`src/rtl/mrc_pkg.sv`:
```
// Shared definitions for the mixed-radix-conversion stage: sign codes and a
// helper that extracts one lane from a packed per-channel parameter vector.
package mrc_pkg;

    localparam logic [1:0] SGN_UND = 2'b00;
    localparam logic [1:0] SGN_POS = 2'b01;
    localparam logic [1:0] SGN_NEG = 2'b10;
    localparam logic [1:0] SGN_ERR = 2'b11;

    // Widest packed vector / lane the helper accepts (16 channels x 64 bits).
    localparam int unsigned VEC_W  = 1024;
    localparam int unsigned LANE_W = 64;

    function automatic logic [LANE_W-1:0] lane_of(input logic [VEC_W-1:0] vec,
                                                  input int unsigned lane,
                                                  input int unsigned dw);
        logic [LANE_W-1:0] mask;
        mask = (dw >= LANE_W) ? '1 : ((LANE_W'(1) << dw) - LANE_W'(1));
        return LANE_W'(vec >> (lane * dw)) & mask;
    endfunction

endpackage

```
`src/rtl/mrc_lane_submul.sv`:
```
// One residue channel of the MRC stage: subtract the digit, multiply by the
// inverse of MOD_K, reduce mod MOD. Three enable-gated register stages.
module mrc_lane_submul
    import mrc_pkg::*;
#(
    parameter int unsigned   DW    = 18,
    parameter int unsigned   MOD_K = 262103,
    parameter logic [DW-1:0] MOD   = DW'(3),
    parameter logic [DW-1:0] INV   = DW'(2)
) (
    input  logic          clk,
    input  logic          reset_n,
    input  logic          en_i,
    input  logic [DW-1:0] digit_i,
    input  logic [DW-1:0] res_i,
    output logic [DW-1:0] res_o
);

    logic [DW-1:0]   ak_mod;
    logic [DW-1:0]   d_d, d_q;
    logic [2*DW-1:0] p_d, p_q;
    logic [DW-1:0]   r_d, r_q;

    // A legal digit is already below MOD when MOD_K <= MOD, so no fold is needed.
    if (MOD_K <= 32'(MOD)) begin : g_no_fold
        assign ak_mod = digit_i;
    end else begin : g_fold
        assign ak_mod = digit_i % MOD;
    end

    always_comb begin
        if (res_i >= ak_mod) begin
            d_d = res_i - ak_mod;
        end else begin
            d_d = DW'({1'b0, res_i} + {1'b0, MOD} - {1'b0, ak_mod});
        end
        p_d = {{DW{1'b0}}, d_q} * {{DW{1'b0}}, INV};
        r_d = DW'(p_q % {{DW{1'b0}}, MOD});
    end

    always_ff @(posedge clk or negedge reset_n) begin
        if (!reset_n) begin
            d_q <= '0;
            p_q <= '0;
            r_q <= '0;
        end else if (en_i) begin
            d_q <= d_d;
            p_q <= p_d;
            r_q <= r_d;
        end
    end

    assign res_o = r_q;

endmodule

```
`src/rtl/mrc_stage_pipe.sv`:
```
// Stallable 3-stage MRC pipeline stage: residue lanes, weighted accumulator
// and dual-threshold sign codes. Optional range check: MRC_STAGE_RANGE_CHK_EN.
module mrc_stage_pipe
    import mrc_pkg::*;
#(
    parameter int unsigned DATA_WIDTH = 18,
    parameter int unsigned NUM_CH     = 4,
    parameter int unsigned MOD_K      = 262103,
    parameter logic [NUM_CH*DATA_WIDTH-1:0] MOD_VEC = {18'd163, 18'd67, 18'd8, 18'd3},
    parameter logic [NUM_CH*DATA_WIDTH-1:0] INV_VEC = {18'd162, 18'd66, 18'd7, 18'd2},
    parameter int unsigned MOD_OUT    = 262103,
    parameter int unsigned WEIGHT     = 1,
    parameter int unsigned NEG_A      = 262078,
    parameter int unsigned POS_A      = 0,
    parameter int unsigned NEG_B      = 262078,
    parameter int unsigned POS_B      = 0
) (
    input  logic                         clk,
    input  logic                         reset_n,
    input  logic                         in_valid,
    output logic                         in_ready,
    input  logic [DATA_WIDTH-1:0]        in_digit,
    input  logic [NUM_CH*DATA_WIDTH-1:0] in_res,
    input  logic [DATA_WIDTH-1:0]        in_acc,
    input  logic [1:0]                   in_sgn_a,
    input  logic [1:0]                   in_sgn_b,
    output logic                         out_valid,
    input  logic                         out_ready,
    output logic [NUM_CH*DATA_WIDTH-1:0] out_res,
    output logic [DATA_WIDTH-1:0]        out_acc,
    output logic [1:0]                   out_sgn_a,
    output logic [1:0]                   out_sgn_b
`ifdef MRC_STAGE_RANGE_CHK_EN
    ,
    output logic                         out_err
`endif
);

    localparam int unsigned DW = DATA_WIDTH;
    localparam int unsigned QW = 2 * DW + 1;
    localparam logic [DW-1:0] NEG_A_W   = DW'(NEG_A);
    localparam logic [DW-1:0] POS_A_W   = DW'(POS_A);
    localparam logic [DW-1:0] NEG_B_W   = DW'(NEG_B);
    localparam logic [DW-1:0] POS_B_W   = DW'(POS_B);
    localparam logic [DW-1:0] WEIGHT_W  = DW'(WEIGHT);
    localparam logic [QW-1:0] MOD_OUT_Q = QW'(MOD_OUT);

    // Handshake: a beat moves on a clock edge when valid && ready. The whole
    // pipe advances together on en; in_ready is en, so a stalled output
    // freezes every stage and bubbles travel as valid=0 without collapsing.
    logic en;
    logic v1_q, v2_q, v3_q;

    assign en        = !v3_q || out_ready;
    assign in_ready  = en;
    assign out_valid = v3_q;

    function automatic logic [1:0] sgn_rule(input logic [1:0] sgn, input logic gt_neg,
                                            input logic gt_pos);
        if (sgn == SGN_ERR) return SGN_ERR;
        if (gt_neg)         return SGN_NEG;
        if (gt_pos)         return SGN_POS;
        return sgn;
    endfunction

    logic [DW-1:0] dig_s1_q, acc_s1_q;
    logic [1:0]    sa_d, sb_d, sa_s1_q, sb_s1_q, sa_s2_q, sb_s2_q, sa_s3_q, sb_s3_q;
    logic [QW-1:0] q_d, q_s2_q;
    logic [DW-1:0] acc_d, acc_s3_q;

`ifdef MRC_STAGE_RANGE_CHK_EN
    logic [NUM_CH-1:0] res_oor;
    logic              err_d, err_s1_q, err_s2_q, err_s3_q;
    assign err_d = ({1'b0, in_digit} >= (DW+1)'(MOD_K)) || (|res_oor);
`endif

    for (genvar j = 0; j < NUM_CH; j++) begin : g_lane
        localparam logic [DW-1:0] LMOD = DW'(lane_of(VEC_W'(MOD_VEC), j, DW));
        localparam logic [DW-1:0] LINV = DW'(lane_of(VEC_W'(INV_VEC), j, DW));

        mrc_lane_submul #(
            .DW    (DW),
            .MOD_K (MOD_K),
            .MOD   (LMOD),
            .INV   (LINV)
        ) u_lane (
            .clk     (clk),
            .reset_n (reset_n),
            .en_i    (en),
            .digit_i (in_digit),
            .res_i   (in_res[j*DW +: DW]),
            .res_o   (out_res[j*DW +: DW])
        );

`ifdef MRC_STAGE_RANGE_CHK_EN
        assign res_oor[j] = in_res[j*DW +: DW] >= LMOD;
`endif
    end

    always_comb begin
        sa_d = sgn_rule(in_sgn_a, in_digit > NEG_A_W, in_digit > POS_A_W);
        sb_d = sgn_rule(in_sgn_b, in_digit > NEG_B_W, in_digit > POS_B_W);
`ifdef MRC_STAGE_RANGE_CHK_EN
        if (err_d) begin
            sa_d = SGN_ERR;
            sb_d = SGN_ERR;
        end
`endif
        q_d   = QW'(acc_s1_q) + QW'({{DW{1'b0}}, dig_s1_q} * {{DW{1'b0}}, WEIGHT_W});
        acc_d = DW'(q_s2_q % MOD_OUT_Q);
    end

    always_ff @(posedge clk or negedge reset_n) begin
        if (!reset_n) begin
            v1_q     <= 1'b0;
            v2_q     <= 1'b0;
            v3_q     <= 1'b0;
            dig_s1_q <= '0;
            acc_s1_q <= '0;
            sa_s1_q  <= '0;
            sb_s1_q  <= '0;
            q_s2_q   <= '0;
            sa_s2_q  <= '0;
            sb_s2_q  <= '0;
            acc_s3_q <= '0;
            sa_s3_q  <= '0;
            sb_s3_q  <= '0;
        end else if (en) begin
            v1_q     <= in_valid;
            v2_q     <= v1_q;
            v3_q     <= v2_q;
            dig_s1_q <= in_digit;
            acc_s1_q <= in_acc;
            sa_s1_q  <= sa_d;
            sb_s1_q  <= sb_d;
            q_s2_q   <= q_d;
            sa_s2_q  <= sa_s1_q;
            sb_s2_q  <= sb_s1_q;
            acc_s3_q <= acc_d;
            sa_s3_q  <= sa_s2_q;
            sb_s3_q  <= sb_s2_q;
        end
    end

`ifdef MRC_STAGE_RANGE_CHK_EN
    always_ff @(posedge clk or negedge reset_n) begin
        if (!reset_n) begin
            err_s1_q <= 1'b0;
            err_s2_q <= 1'b0;
            err_s3_q <= 1'b0;
        end else if (en) begin
            err_s1_q <= err_d;
            err_s2_q <= err_s1_q;
            err_s3_q <= err_s2_q;
        end
    end

    assign out_err = err_s3_q;
`endif

    assign out_acc   = acc_s3_q;
    assign out_sgn_a = sa_s3_q;
    assign out_sgn_b = sb_s3_q;

endmodule
```
`config.mk`:
```
export PLATFORM = sky130hd
export DESIGN_NAME = mrc_stage_pipe
export DESIGN_NICKNAME = d
export VERILOG_FILES = /design/src/rtl/mrc_pkg.sv /design/src/rtl/mrc_lane_submul.sv /design/src/rtl/mrc_stage_pipe.sv
export SDC_FILE = /design/constraint.sdc
export NUM_CORES = 2
export LEC_CHECK = 0
export BUFFER_PORTS_ARGS = -buffer_cell sky130_fd_sc_hd__buf_2
export CORE_MARGIN = 2
export CORE_UTILIZATION = 45
export CTS_CLUSTER_DIAMETER = 60
export DETAILED_ROUTE_END_ITERATION = 10
export PLACE_DENSITY_LB_ADDON = 0.2
export SLEW_MARGIN = 20
export SYNTH_ARGS = -nofsm -noshare
export SYNTH_HDL_FRONTEND = slang
export SYNTH_HIERARCHICAL = 1
export SYNTH_SLANG_ARGS = --single-unit
```
`constraint.sdc`:
```
create_clock -name clk -period 21.6 [get_ports clk]
set_input_delay 3.24 -clock clk [delete_from_list [all_inputs] [get_ports clk]]
set_output_delay 3.24 -clock clk [all_outputs]
set_load 0.02 [all_outputs]
```
Yosys cells after proc, flatten, opt, wreduce, memory -nomap -nowiden
Index checks and enable logic that the tools add are counted.
- add/sub/neg operators: 13
- multiplexer cells: 26
- reduce and logical (&&, ||, !) cells: 2
- divide/modulo/power cells: 7
- multipliers: 3
- magnitude comparators: 6
- equality and inequality tests: 2
- operators with widths (operator ; number):
    18-bit subtractor ; 6
    18-bit 2-to-1 mux ; 4
    18-bit greater-or-equal comparator ; 3
    37-bit by 18-bit remainder unit with 37-bit output (second input constant) ; 1
    19-bit by 2-bit remainder unit with 36-bit output (second input constant) ; 1
    25-bit by 7-bit remainder unit with 36-bit output (second input constant) ; 1
    26-bit by 8-bit remainder unit with 36-bit output (second input constant) ; 1
    18-bit by 3-bit subtractor with 18-bit output ; 2
    18-bit by 7-bit multiplier with 25-bit output (second input constant) ; 1
    18-bit by 6-bit multiplier with 24-bit output (second input constant) ; 1
    2-bit 2-to-1 mux ; 12
    18-bit by 18-bit adder with 19-bit output ; 1
    18-bit by 2-bit adder with 18-bit output (second input constant) ; 1
    18-bit by 4-bit adder with 18-bit output (second input constant) ; 1
    18-bit by 7-bit adder with 18-bit output (second input constant) ; 1
    18-bit by 8-bit adder with 18-bit output (second input constant) ; 1
    18-bit by 3-bit greater-or-equal comparator with 1-bit output ; 1
    18-bit by 1-bit greater-than comparator with 1-bit output (second input constant) ; 1
    18-bit greater-than comparator (second input constant) ; 1
    18-bit by 2-bit remainder unit with 18-bit output (second input constant) ; 1
    18-bit by 7-bit remainder unit with 18-bit output (second input constant) ; 1
    18-bit by 8-bit remainder unit with 18-bit output (second input constant) ; 1
    18-bit by 3-bit multiplier with 3-bit output (second input constant) ; 1
    1-bit 2-to-1 mux ; 10
    other kinds (3) ; 4
- input bits: 116
- flip-flop bits (word level): 305
- logic and storage cells: 84

Logic depth before layout (Yosys ltp)
- word-level depth: 8
- mapped depth: 85
- mapped depth without buffers: 80

Cells and area by module
The synthesis kept the hierarchy.
- by module, submodules not included (module ; times used ; area an instance (µm²) ; sequential area each (µm²) ; cells each):
    mrc_lane_submul (g_lane[3].u_lane) ; 1 ; 16696.0 ; 1526.5 ; 2262
    mrc_lane_submul (g_lane[2].u_lane) ; 1 ; 13993.4 ; 1501.4 ; 1875
    mrc_lane_submul (g_lane[0].u_lane) ; 1 ; 6471.2 ; 1351.3 ; 806
    mrc_stage_pipe ; 1 ; 5079.9 ; 2202.1 ; 607
    mrc_lane_submul (g_lane[1].u_lane) ; 1 ; 669.4 ; 225.2 ; 61

Worst setup path before layout
No wires, ideal clock.
- path type: input-to-reg
- from: input port in_digit[11]
- to: register g_lane[3].u_lane.d_q[17]
- cell stages on the path: 82
- buffers on the path: 5
- data arrival time: 19687 ps
- slack: 1779 ps
- library setup time: 135 ps
- path through: clkbuf_1 a2111o_1 a21o_1 a2111o_1 a21o_1 a21oi_1 o221ai_1 nand2_1 xnor2_1 a22oi_1 nor4_1 o311ai_0 o22a_1 nor3_1 or4_1 a41oi_1 a21o_1 mux2i_1 (+46 left out) a21o_1 a21oi_1 o21bai_1 a21oi_1 o21bai_1 a21oi_1 o21bai_1 a21oi_1 o21bai_1 a21oi_1 o21bai_1 a21oi_1 o21bai_1 a21oi_1 xnor2_1 nor2_1 a21oi_1 a21oi_1
- word-level cells in the longest chain between the ends: 3
- elaborated cells between the ends (all ways): 5
- ends and longest elaborated chain (what ; line ; text):
    from (decl) ; mrc_stage_pipe.sv:22 ; input logic [DATA_WIDTH-1:0] in_digit,
    18-bit by 8-bit remainder unit with 18-bit output * ; mrc_lane_submul.sv:28 ; assign ak_mod = digit_i % MOD;
    18-bit subtractor, or another cell as far along ; mrc_lane_submul.sv:35 ; d_d = DW'({1'b0, res_i} + {1'b0, MOD} - {1'b0, ak_mod});
    18-bit 2-to-1 mux * ; mrc_lane_submul.sv:32 ; if (res_i >= ak_mod) begin
    to (signal assigned) ; mrc_lane_submul.sv:43 ; d_q <= '0;
    to (signal assigned) ; mrc_lane_submul.sv:47 ; d_q <= d_d;
    to (decl) ; mrc_lane_submul.sv:20 ; logic [DW-1:0] d_d, d_q;
Mark *: on every way between the ends. The rest lies on a longest branch, timed or not.
A chain may end at the register's enable or synchronous reset.

Worst setup path after layout
- from: input port in_digit[10]
- to: register g_lane[3].u_lane.d_q[17]
Same word-level chain as after synthesis.

==> results.sh <==
export IMPL_antenna_found_initial=4
export IMPL_critPathCaptureType="register"
export IMPL_viasPerCell=5.98
export IMPL_cp_slowest_cell="or4_1"
export IMPL_async_reset_ff_frac=1.00
export IMPL_die_w_um=313
export IMPL_cpPeakStageDelay_ns=0.54
export IMPL_reg2reg_from="g_lane[3].u_lane/p_q[23]"
export IMPL_placedCellCount=6835
export IMPL_grt_max_degree=100
export IMPL_drt_total_wl_um=112000
export IMPL_netlist_instances=5611
export IMPL_hp_class="register to register"
export IMPL_fin_crit_ns=20.10
export IMPL_antenna_cells=0
export IMPL_cts_buffer_depth=3
export IMPL_r2r_cells=62
export IMPL_htree_num_levels=2
export IMPL_clock_sinks=272
export IMPL_stdcell_count=6918
export IMPL_ant_nets=0
export IMPL_yosys_warnings=6
export IMPL_place_hpwl_um=84800
export IMPL_cts_tree="built"
export IMPL_crit_type="input port to register"
export IMPL_yosys_top_cells_area="dfrtp_1 (16%), ha_1 (7.7%), xnor2_1 (5.6%)"
export IMPL_insertion_delay_ns=0.62
export IMPL_io_buffers=196
export IMPL_cp_arrival_ns=20.54
export IMPL_synth_edf_count=0
export IMPL_nNetsFinal=6058
export IMPL_ys_ff_latch=272
export IMPL_numCtsBuffers=44
export IMPL_grt_pass1_wl_um=189000
export IMPL_vias=41400
export IMPL_synth_top_area_cell="dfrtp_1"
export IMPL_area_growth_pct=7.64
export IMPL_setup_viol=0
export IMPL_drv_slew=0
export IMPL_drive_gt1_frac=0.124
export IMPL_tightestPinTransition_ns=0.937
export IMPL_r2r_end="g_lane[3].u_lane/res_o[7]"
export IMPL_rows=113
export IMPL_slew_headroom=0.371
export IMPL_seq_area_frac_synth=0.159
export IMPL_cpMostUsedCell="a21oi_1"
export IMPL_dieArea_um2=97800
export IMPL_cp_max_fo=15
export IMPL_clk_pin_slew_ns=0.05
export IMPL_place_gp_congestion=0.885
export IMPL_finalHoldViolCount=0
export IMPL_synth_top_area_share=0.159
export IMPL_cts_root_buf="clkbuf_16"
export IMPL_hold_end="out_sgn_a[0]"
export IMPL_synth_cell_types=170
export IMPL_dieHeight_um=313
export IMPL_crit_required_ns=22.04
export IMPL_grtUsageTotal=0.222
export IMPL_dr_first_iter_drc_count=3050
export IMPL_synth_ff_type="dfrtp_1"
export IMPL_r2r_slack_ns=1.69
export IMPL_fmax_mhz=49.7
export IMPL_drc=0
export IMPL_hp_start="out_sgn_a[0]"
export IMPL_first_global_vias=38300
export IMPL_netlist_area_um2=42900
export IMPL_io_pins=212
export IMPL_drv_cap=0
export IMPL_fp_coreArea_um2=94700
export IMPL_fin_crit_sh=0.931
export IMPL_start_util=0.453
export IMPL_dr_pass1_iters=6
export IMPL_finClkSkew_ns=0.0382
export IMPL_grt_overflow_total=0
export IMPL_startpoint_type="input port"
export IMPL_run_status="finished, final reports clean"
export IMPL_routedWlPerCell_um=16.3
export IMPL_min_path_cells=2
export IMPL_syn_area_per_cell_um2=7.65
sequential cells by signal (all words and copies together) (netlist names):
| name | count |
|---|---|
| g_lane.u_lane/res_o | 57 |
| v2_q | 1 |
| out_valid | 1 |
| sa_s1_q | 2 |
| out_sgn_b | 2 |
| g_lane.u_lane/p_q | 70 |
| q_s2_q | 19 |
| acc_s1_q | 18 |
| v1_q | 1 |
| sb_s2_q | 2 |
| sb_s1_q | 2 |
| sa_s2_q | 2 |
| out_acc | 18 |
| out_sgn_a | 2 |
| g_lane.u_lane/d_q | 57 |
| dig_s1_q | 18 |
kinds of logic after synthesis:
| group | Yosys count | share of synthesized area |
|---|---|---|
| compound gates | 1816 | 0.307 |
| xor+xnor | 386 | 0.0811 |
| fa+ha+maj | 347 | 0.111 |
| buf+inv | 589 | 0.0576 |
| flops | 272 | 0.159 |
| mux | 195 | 0.0503 |
| other cells | 1 | 0.0000874 |
| simple gates | 2005 | 0.235 |
layout by cell type (no fill, tap or decap), types with 50 or more instances in the layout:
cell type and n:
or3_1 77, buf_2 194, a31oi_1 84, nand2_1 593, inv_1 282, mux2i_1 92, o21ai_0 261, nand3_1 157
nand4_1 54, nor3_1 138, and2_1 69, and3_1 67, ha_1 263, o211ai_1 80, mux2_2 85, dfrtp_1 272
o21a_1 54, xnor2_1 271, o21bai_1 86, o21ai_1 50, fa_1 62, a211oi_1 58, nand2b_1 56, xor2_1 100
a21o_1 80, nor2_1 464, a21oi_1 411
final cells by class:
class	instances	area (µm²)
fill	9467	48500
multi-input combinational	4764	33800
sequential	272	6810
tap	1265	1580
timing repair buffer	242	1340
clock buffer	55	1220
inverter	293	1110
clock inverter	27	308
stage by stage:
stage / TNS [ns] / utilization / hold slack [ns] / instance area (µm²) / setup slack [ns]
2_1_floorplan: 0 / - / 0.430 / 43000 / 1.78
3_3_place_gp: 0 / 0.470 / 0.443 / 44500 / 0.427
3_5_place_dp: -0.587 / 0.470 / 0.451 / 44500 / -0.175
4_1_cts: 0 / 0.486 / 0.463 / 46100 / 0.364
5_1_grt: -0.0248 / 0.488 / 0.489 / 46200 / -0.0248
6_report: 0 / 0.488 / 0.456 / 46200 / 1.50
worst max path at each step:
stage,start,end,slack (ns)
final,in_digit[10],g_lane[3].u_lane/d_q[17],1.50
after global routing,in_digit[10],g_lane[3].u_lane/d_q[17],-0.02
after CTS,in_digit[10],g_lane[3].u_lane/d_q[17],0.36
after detailed placement,in_digit[10],g_lane[3].u_lane/d_q[17],-0.18
after global placement,in_digit[10],g_lane[3].u_lane/d_q[17],0.43
after floorplan,in_digit[11],g_lane[3].u_lane/d_q[17],1.78
critical path: cells and delay by family:
| kind | cells | cell delay, ns |
|---|---|---|
| multiplexers | 3 | 0.88 |
| adder cells (fa/ha/maj) | 3 | 0.95 |
| AO/OA/AOI/OAI | 53 | 10.60 |
| buffers and inverters | 6 | 1.06 |
| AND/OR/NAND/NOR | 15 | 3.09 |
| XOR/XNOR | 4 | 0.69 |
synthesized netlist by cell type (36+ instances only):
library cell,instances
and3_1,67
a211oi_1,59
nor4_1,37
a21o_1,80
buf_2,42
a31oi_1,84
xor2_1,102
and2_1,69
nor3_1,138
clkbuf_1,188
o21a_1,54
fa_1,62
o21ai_0,262
nand4_1,54
o21bai_1,87
nand3_1,158
a211o_1,36
dfrtp_1,272
nand2_1,594
inv_1,282
o211ai_1,80
mux2_2,85
ha_1,263
xnor2_1,274
o22ai_1,41
o31ai_1,46
mux2i_1,93
nor2b_1,45
o21ai_1,52
nand2b_1,56
nor2_1,466
or3_1,77
a21oi_1,414
repair_timing:
| action | in CTS | in global routing |
|---|---|---|
| hold buffers | 0 | 0 |
| setup endpoints to repair | 0 | 36 |
| setup buffers | 0 | 1 |
| resized for setup | 0 | 26 |
layer usage:
metal	share of wire	vias up	global-route usage
li1	-	20700	-
met4	0.015	4	0.0455
met1	0.48	19600	0.311
met3	0.042	140	0.0245
met5	0.00019	-	0
met2	0.46	887	0.368
Power is left out: the tool's default activity adds up to more than one toggle a clock period on the data nets, which glitch-free logic cannot reach.
